**src/rtl/tnn_seq_classifier_pkg.sv**
```systemverilog
// rtl/tnn_seq_classifier_pkg.sv - shared state encodings, width helpers and ternary weight decode
package tnn_seq_classifier_pkg;

  typedef enum logic [1:0] {
    ST_HID  = 2'd0,
    ST_OUT  = 2'd1,
    ST_DONE = 2'd2
  } state_t;

  function automatic int acc_width(input int feat_cnt, input int feat_bits);
    return $clog2(feat_cnt * ((1 << feat_bits) - 1) + 1) + 1;
  endfunction

  function automatic int score_width(input int hidden_cnt);
    return $clog2(hidden_cnt + 1) + 1;
  endfunction

  function automatic int idx_width(input int n);
    return (n > 1) ? $clog2(n) : 1;
  endfunction

  // Both mask bits set decodes to zero, same as neither set.
  function automatic logic signed [1:0] ternary(input logic pos, input logic neg);
    case ({pos, neg})
      2'b10:   return 2'sb01;
      2'b01:   return 2'sb11;
      default: return 2'sb00;
    endcase
  endfunction

endpackage

```
**src/rtl/tnn_seq_classifier_argmax.sv**
```systemverilog
// rtl/tnn_seq_classifier_argmax.sv - combinational signed argmax, lowest index wins ties
module tnn_argmax
  import tnn_seq_classifier_pkg::*;
#(
  parameter int CLASS_CNT = 6,
  parameter int SCORE_W   = 7,
  parameter int IDX_W     = idx_width(CLASS_CNT)
) (
  input  logic [CLASS_CNT*SCORE_W-1:0] scores,
  output logic [IDX_W-1:0]             index
);

  logic signed [SCORE_W-1:0] best;

  // Strict greater-than keeps the earlier class on a tie.
  always_comb begin
    best  = $signed(scores[SCORE_W-1:0]);
    index = '0;
    for (int c = 1; c < CLASS_CNT; c++) begin
      if ($signed(scores[c*SCORE_W +: SCORE_W]) > best) begin
        best  = $signed(scores[c*SCORE_W +: SCORE_W]);
        index = IDX_W'(c);
      end
    end
  end

endmodule

```
**src/rtl/tnn_seq_classifier.sv**
```systemverilog
// rtl/tnn_seq_classifier.sv - bit-serial two-layer ternary classifier: FSM, accumulators, scores
module tnn_seq_classifier
  import tnn_seq_classifier_pkg::*;
#(
  parameter int FEAT_CNT   = 12,
  parameter int HIDDEN_CNT = 40,
  parameter int FEAT_BITS  = 4,
  parameter int CLASS_CNT  = 6,
  parameter logic [FEAT_CNT*HIDDEN_CNT-1:0]  W1_POS = '0,
  parameter logic [FEAT_CNT*HIDDEN_CNT-1:0]  W1_NEG = '0,
  parameter logic [HIDDEN_CNT*CLASS_CNT-1:0] W2_POS = '0,
  parameter logic [HIDDEN_CNT*CLASS_CNT-1:0] W2_NEG = '0
) (
  input  logic                          clk,
  input  logic                          rst,
  input  logic [FEAT_BITS*FEAT_CNT-1:0] data,
  output logic [$clog2(CLASS_CNT)-1:0]  prediction,
  output logic                          done
);

  localparam int AW = acc_width(FEAT_CNT, FEAT_BITS);
  localparam int SW = score_width(HIDDEN_CNT);
  localparam int CW = idx_width((FEAT_CNT > HIDDEN_CNT) ? FEAT_CNT : HIDDEN_CNT);
  localparam int PW = $clog2(CLASS_CNT);

  state_t                state;
  logic [CW-1:0]         cnt;
  logic signed [AW-1:0]  acc      [HIDDEN_CNT];
  logic signed [AW-1:0]  acc_next [HIDDEN_CNT];
  logic [HIDDEN_CNT-1:0] hidden;
  logic signed [SW-1:0]  score      [CLASS_CNT];
  logic signed [SW-1:0]  score_next [CLASS_CNT];
  logic [SW*CLASS_CNT-1:0] score_flat;
  logic [PW-1:0]         best_idx;
  logic [FEAT_BITS-1:0]  feat;
  logic signed [AW-1:0]  feat_ext;
  logic                  hid_bit;
  logic signed [1:0]     w1_sel;
  logic signed [1:0]     w2_sel;

  // The shared counter selects the current feature in HID and the current hidden bit in OUT.
  always_comb begin
    feat    = '0;
    hid_bit = 1'b0;
    for (int f = 0; f < FEAT_CNT; f++)
      if (cnt == CW'(f)) feat = data[f*FEAT_BITS +: FEAT_BITS];
    for (int h = 0; h < HIDDEN_CNT; h++)
      if (cnt == CW'(h)) hid_bit = hidden[h];
  end

  assign feat_ext = AW'(feat);

  always_comb begin
    w1_sel = 2'sb00;
    for (int h = 0; h < HIDDEN_CNT; h++) begin
      w1_sel = 2'sb00;
      for (int f = 0; f < FEAT_CNT; f++)
        if (cnt == CW'(f)) w1_sel = ternary(W1_POS[h*FEAT_CNT+f], W1_NEG[h*FEAT_CNT+f]);
      case (w1_sel)
        2'sb01:  acc_next[h] = acc[h] + feat_ext;
        2'sb11:  acc_next[h] = acc[h] - feat_ext;
        default: acc_next[h] = acc[h];
      endcase
    end
  end

  always_comb begin
    w2_sel     = 2'sb00;
    score_flat = '0;
    for (int c = 0; c < CLASS_CNT; c++) begin
      w2_sel = 2'sb00;
      for (int h = 0; h < HIDDEN_CNT; h++)
        if (hid_bit && cnt == CW'(h)) w2_sel = ternary(W2_POS[c*HIDDEN_CNT+h], W2_NEG[c*HIDDEN_CNT+h]);
      score_next[c] = score[c] + {{(SW-2){w2_sel[1]}}, w2_sel};
      score_flat[c*SW +: SW] = score_next[c];
    end
  end

  tnn_argmax #(
    .CLASS_CNT (CLASS_CNT),
    .SCORE_W   (SW),
    .IDX_W     (PW)
  ) u_argmax (
    .scores (score_flat),
    .index  (best_idx)
  );

  always_ff @(posedge clk or posedge rst) begin
    if (rst) begin
      state      <= ST_HID;
      cnt        <= '0;
      hidden     <= '0;
      prediction <= '0;
      done       <= 1'b0;
      for (int h = 0; h < HIDDEN_CNT; h++) acc[h] <= '0;
      for (int c = 0; c < CLASS_CNT; c++) score[c] <= '0;
    end else begin
      case (state)
        ST_HID: begin
          for (int h = 0; h < HIDDEN_CNT; h++) acc[h] <= acc_next[h];
          if (cnt == CW'(FEAT_CNT - 1)) begin
            for (int h = 0; h < HIDDEN_CNT; h++) hidden[h] <= ~acc_next[h][AW-1];
            cnt   <= '0;
            state <= ST_OUT;
          end else begin
            cnt <= cnt + CW'(1);
          end
        end
        ST_OUT: begin
          for (int c = 0; c < CLASS_CNT; c++) score[c] <= score_next[c];
          if (cnt == CW'(HIDDEN_CNT - 1)) begin
            prediction <= best_idx;
            done       <= 1'b1;
            cnt        <= '0;
            state      <= ST_DONE;
          end else begin
            cnt <= cnt + CW'(1);
          end
        end
        ST_DONE: ;
        default: begin
          cnt   <= '0;
          state <= ST_HID;
        end
      endcase
    end
  end

endmodule

```
**config.mk**
```make
export PLATFORM = sky130hd
export DESIGN_NAME = tnn_seq_classifier
export DESIGN_NICKNAME = d
export VERILOG_FILES = /design/src/rtl/tnn_seq_classifier_pkg.sv /design/src/rtl/tnn_seq_classifier_argmax.sv /design/src/rtl/tnn_seq_classifier.sv
export SDC_FILE = /design/constraint.sdc
export NUM_CORES = 1
export LEC_CHECK = 0
export CORE_MARGIN = 4
export CORE_UTILIZATION = 31
export CTS_BUF_LIST = sky130_fd_sc_hd__clkbuf_4 sky130_fd_sc_hd__clkbuf_8
export DETAILED_ROUTE_END_ITERATION = 8
export HOLD_SLACK_MARGIN = 0.06
export PLACE_DENSITY_LB_ADDON = 0.08
export REMOVE_ABC_BUFFERS = 1
export SKIP_CTS_REPAIR_TIMING = 1
export SYNTH_ARGS = -nofsm -noshare
export SYNTH_HDL_FRONTEND = slang
export SYNTH_SLANG_ARGS = --single-unit
```
**constraint.sdc**
```tcl
create_clock -name clk -period 3.58 [get_ports clk]
set_input_delay 0.716 -clock clk [delete_from_list [all_inputs] [get_ports clk]]
set_output_delay 0.716 -clock clk [all_outputs]
set_load 0.05 [all_outputs]
```
==> results of run 1 <==
## kinds of logic (layout without fill, tap and decap cells)
| family | count (synthesis) | in the layout | share of synthesized area |
|---|---|---|---|
| AO/OA/AOI/OAI | 11 | 11 | 0.1464 |
| XOR/XNOR | 2 | 2 | 0.03475 |
| adder cells (fa/ha/maj) | 1 | 1 | 0.02481 |
| buffers and inverters | 7 | 8 | 0.08932 |
| flip-flops | 9 | 9 | 0.4467 |
| other | 1 | 3 | 0.007437 |
| AND/OR/NAND/NOR | 24 | 24 | 0.2506 |
## worst reg2reg max path, cell delays in order, from the launching register on
cell,delay [ps]
dfrtp_1,390
ha_1,240
nor2b_1,270
nand2_1,130
nor3b_1,250
or2_1,130
## final timing paths
| kind | slack (ps) | end | from |
|---|---|---|---|
| min reg2reg | 470 | done | done |
| max | 1470 | done | done |
| max reg2reg | 2110 | done | cnt[0] |
| min | 470 | done | done |
| max in group asynchronous | 2610 | state[0] | rst |
| min in group asynchronous | 710 | cnt[3] | rst |
## through the flow
| step | instance area [um2] | hold slack, ps | total power [W] |
|---|---|---|---|
| 2_1_floorplan | 474.2 | 467.0 | 0.0001119 |
| 4_1_cts | 544.3 | 471.6 | 0.0001997 |
| 6_report | 544.3 | 470.2 | 0.0001966 |
| 5_1_grt | 544.3 | 489.3 | 0.0002069 |
| 3_3_place_gp | 514.2 | 446.8 | 0.0001138 |
| 3_5_place_dp | 514.2 | 455.3 | 0.0001138 |
## per-layer routing
layer,up-vias,global-route usage,part of all wire
met1,169,0.1240,0.53
li1,191,-,-
met4,0,0.04147,0.011
met3,2,0.04601,0.063
met2,8,0.1087,0.39
met5,-,0,0
## state kept, by name (all words and copies together), names as in the netlist
register / flops
state: 2
cnt: 6
done: 1
## layout make-up
cell class                      count  area (um2)  area share
Timing Repair Buffer                2       20.02     0.03678
Multi-Input combinational cell     41       241.5      0.4437
Tap cell                           16       20.02     0.03678
Clock buffer                        4       30.03     0.05517
Inverter                            2       7.507     0.01379
Sequential cell                     9       225.2      0.4138
## where the power goes
group / leakage (nW) / total (W) / internal, W / switching, W
sequential: 0.106 / 0.000102 / 0.000102 / 0
clock: 0.0184 / 0.0000850 / 0.0000505 / 0.0000346
combinational: 0.107 / 0.00000989 / 0.00000101 / 0.00000888
total: 0.232 / 0.000197 / 0.000153 / 0.0000434
## layout by cell type, fill, tap and decap left out, drive strengths merged
cell,count
a21oi,2
a22oi,1
a31oi,1
and3b,1
clkbuf,4
clkdlybuf4s50,2
conb,3
dfrtp,9
ha,1
inv,2
nand2,9
nand3,3
nand3b,1
nand4b,1
nor2,1
nor2b,3
nor3,2
nor3b,1
o211ai,1
o21ai,3
o31ai,3
or2,2
xnor2,1
xor2,1
==> flow_metrics.py, run 1 <==
metrics = {
    "outcome": {
        "outcome": "completed",
    },
    "drt": {
        "dr.pass1.iters": 3,
        "ant_nets": 0,
        "drcViolationCount": 0,
        "drt_iter0_markers": 4,
        "num_vias": 370,
        "wl_um": 902,
        "wl_per_cell_um": 12.19,
        "vias_per_cell": 5.000,
    },
    "timing": {
        "setup_ws_ps": 1470,
        "timing.final.crit_share": 0.5893,
        "fin_tns_setup_ps": 0,
        "final_max_slew_viol_count": 0,
        "hold_viol_final": 0,
        "fmax_mhz": 474.0,
        "fin_worst_skew_ps": 3.693,
        "period_minus_slack_ps": 2110,
        "rsz0062_at_grt": "false",
        "setup_viol": 0,
    },
    "placed_design": {
        "portBuffers": 2,
        "numPlacedInstances": 70,
        "place.gp.congestion": 0.7333,
        "dp_hpwl_um": 645.1,
        "dp_slack_ps": 1743,
    },
    "floorplanning": {
        "rows": 14,
        "boundaryPins": 54,
        "core_area_um2": 1524,
        "die-area_um2": 2336,
        "initial_core_util": 0.3309,
        "die_y_um": 48.33,
        "die_x_um": 48.33,
    },
    "layout": {
        "layout.nets": 110,
        "fin_cells": 74,
        "n_antenna_cell": 0,
        "area_delta_synth_final_pct": 7.940,
        "final_core_utilization": 0.3571,
        "fillers": 165,
        "layout-drive-gt1-share": 0.08621,
    },
    "setup_path": {
        "path_buf_inv": 1,
        "path_depth": 1,
        "worstSetupPathType": "flip-flop to output port",
        "cp_cell_sequence": "clkdlybuf4s50_1",
        "cp_top_family": "buffers and inverters",
        "critPathLaunchType": "flip-flop",
        "critPathMaxFanout": 2,
        "slowest_stage": "clkdlybuf4s50_1",
        "crit_arrival_ps": 1390,
        "max_stage_delay_ps": 800,
        "crit_required_ps": 2860,
        "worst_setup_path_end_kind": "output port",
        "ff2ff_path_depth": 5,
    },
    "yosys": {
        "ys_top_cells_by_area": "dfrtp_1 (45%), nand2_1 (6.7%), buf_4 (4.5%), nor2b_1 (3.7%), nand3_1 (3.0%)",
        "syn_inst": 55,
        "seq_area_frac_synth": 0.4467,
        "ys.flop_type": "dfrtp_1",
        "synthTopCellsByCount": "dfrtp_1 (9), nand2_1 (9), buf_4 (3), nand3_1 (3), nor2b_1 (3)",
        "synth_cell_types": 27,
        "synth_area_um2": 504.2,
        "async_reset_ff_frac": 1.000,
        "yosysWarnings": 0,
        "synth_edf_count": 0,
        "yosys.area.top_type_share": 0.4467,
        "synth.ff_latch_count": 9,
        "yosysTopAreaCell": "dfrtp_1",
        "syn_area_per_cell_um2": 9.168,
    },
    "grt": {
        "antenna_found_initial": 0,
        "grt_pass1_wl_mm": 1.580,
        "gr-total-overflow": 0,
        "grt_max_degree": 14,
        "grt_pass1_vias": 330,
        "grt.total_usage": 0.08859,
    },
    "clocking": {
        "cts_root_buffer": "clkbuf_4",
        "numCtsBuffers": 3,
        "ctsLongestPathBuffers": 2,
        "cts_tree": "built",
        "h-tree-depth": 1,
        "clock-sinks": 9,
        "clk_latency_ps": 260,
        "clkTransAtPathRegs_ps": 60,
    },
    "min_path": {
        "hold_class": "flip-flop to flip-flop",
        "whs_path_depth": 1,
    },
    "power_and_ir_drop": {
        "p_leak_nw": 0.2318,
        "irDropWorstVdd_mv": 0.1740,
        "power-per-cell-area_nw_per_um2": 361.3,
    },
    "run": {
        "cap_violations": 0,
    },
}
(Power assumes the default switching activity.)
==> run 2: changes to the inputs <==
- CORE_UTILIZATION: 31 -> 26
- clock period: 3.58 -> 1.88 ns (I/O delays scaled with it)
==> flow_metrics.py, run 2 (same netlist as run 1, synthesis figures left out) <==
metrics = {
    "drt": {
        "ant_nets": 0,
        "drcViolationCount": 0,
        "drt_iter0_markers": 2,
        "num_vias": 371,
        "dr.pass1.iters": 2,
        "wl_per_cell_um": 10.71,
        "vias_per_cell": 4.470,
        "wl_um": 889,
    },
    "timing": {
        "timing.final.crit_share": 0.9427,
        "final_max_slew_viol_count": 0,
        "tightest_slew_ps": 495.8,
        "setup_viol": 0,
        "fmax_mhz": 564.3,
        "rsz0062_at_grt": "false",
        "fin_worst_skew_ps": 4.024,
        "fin_tns_setup_ps": 0,
        "period_minus_slack_ps": 1772,
        "hold_viol_final": 0,
        "max_slew_margin": 0.6684,
    },
    "floorplanning": {
        "die_x_um": 52.04,
        "die_y_um": 52.04,
        "rows": 15,
        "die-area_um2": 2708,
        "initial_core_util": 0.2828,
        "core_area_um2": 1783,
        "boundaryPins": 54,
    },
    "clocking": {
        "cts_root_buffer": "clkbuf_4",
        "clk_latency_ps": 260,
        "clkTransAtPathRegs_ps": 60,
        "numCtsBuffers": 3,
        "ctsLongestPathBuffers": 2,
        "clock-sinks": 9,
        "cts_tree": "built",
        "h-tree-depth": 1,
    },
    "layout": {
        "multi_input_area_um2": 241.5,
        "largest_reg_flops": 6,
        "area_delta_synth_final_pct": 10.17,
        "fillers": 196,
        "largest_registers": "cnt: 6 flops, state: 2 flops, done: 1 flops",
        "n_antenna_cell": 0,
        "top_register": "cnt",
        "area.sequential_um2": 225.2,
        "layout.nets": 110,
        "layout-drive-gt1-share": 0.08621,
        "mostFrequentLayoutCells": "nand2_1 (9), dfrtp_1 (9), clkbuf_4 (4)",
    },
    "setup_path": {
        "slowest_stage": "clkdlybuf4s50_1",
        "crit_required_ps": 1500,
        "crit_arrival_ps": 1400,
        "cp_cell_sequence": "clkdlybuf4s50_1",
        "critPathLaunchType": "flip-flop",
        "startpoint": "done",
        "cp_top_family": "buffers and inverters",
        "critPathMaxFanout": 2,
        "worstReg2RegStart": "cnt[0]",
        "regToRegSetupSlack_ps": 390,
        "worstSetupPathType": "flip-flop to output port",
        "worst_setup_path_end_kind": "output port",
        "max_stage_delay_ps": 800,
        "path_buf_inv": 1,
    },
    "grt": {
        "grt_pass1_wl_mm": 1.635,
        "antenna_found_initial": 0,
        "grt_max_degree": 14,
        "gr-total-overflow": 0,
        "grt_pass1_vias": 366,
        "grt.total_usage": 0.08589,
    },
    "power_and_ir_drop": {
        "finalPower_w": 0.0003751,
        "power-per-cell-area_nw_per_um2": 675.3,
        "p_leak_nw": 0.2318,
        "irDropWorstVdd_mv": 0.3055,
    },
    "run": {
        "cap_violations": 0,
    },
    "outcome": {
        "outcome": "completed",
    },
    "placed_design": {
        "portBuffers": 2,
        "dp_hpwl_um": 669.9,
        "place.gp.congestion": 0.7083,
    },
    "min_path": {
        "hold_class": "input port to async pin",
    },
}
run 2: cell counts in the layout (fill, tap and decap cells not counted):
No cell type changed its count.
run 2: final timing paths:
check | endpoint | depth (start not counted)
worst max-delay path | done | 1
worst min-delay path | cnt[0] | 2
worst max register to register | done | 5
worst min register to register | done | 1
max in group asynchronous | state[0] | 2
min in group clk | done | 1
run 2: metrics by stage:
stage | utilization | setup slack [ps] | hold slack, ps | area (um2) | cells
6_report | 0.3116 | 107.8 | 381.4 | 555.5 | 83
2_1_floorplan | - | 606.0 | 203.9 | 474.2 | 52
5_1_grt | 0.3116 | 46.14 | 413.8 | 555.5 | 83
3_5_place_dp | 0.2947 | 379.2 | 454.9 | 525.5 | 79
3_3_place_gp | 0.2947 | 375.5 | 461.5 | 525.5 | 79
4_1_cts | 0.3116 | 85.32 | 392.4 | 555.5 | 83
run 2: power by group:
part	leakage [nW]	total [W]	internal, W	switching, W
clock	0.0184	0.000163	0.0000961	0.0000664
combinational	0.107	0.0000190	0.00000194	0.0000170
sequential	0.106	0.000194	0.000194	0
run 2: routing by layer:
metal	track usage	share of wire	wire length, um	up-vias
li1	-	-	-	191
met1	0.1058	0.49	440	174
met2	0.1276	0.46	411	4
met3	0.02006	0.036	32	2
met4	0.06550	0.0056	5	0
met5	0	0	0	-
run 2: area by class of cell:
cell class,count,area share
sequential,9,0.4054
inverter,2,0.01351
clock buffer,4,0.05405
multi-input combinational,41,0.4347
tap,25,0.05631
timing repair buffer,2,0.03604
==> run 3: changes to the inputs <==
- CTS_CLUSTER_DIAMETER: default -> 60
==> results of run 3 <==
No change in the layout: final DEF, timing and power equal those of run 2.
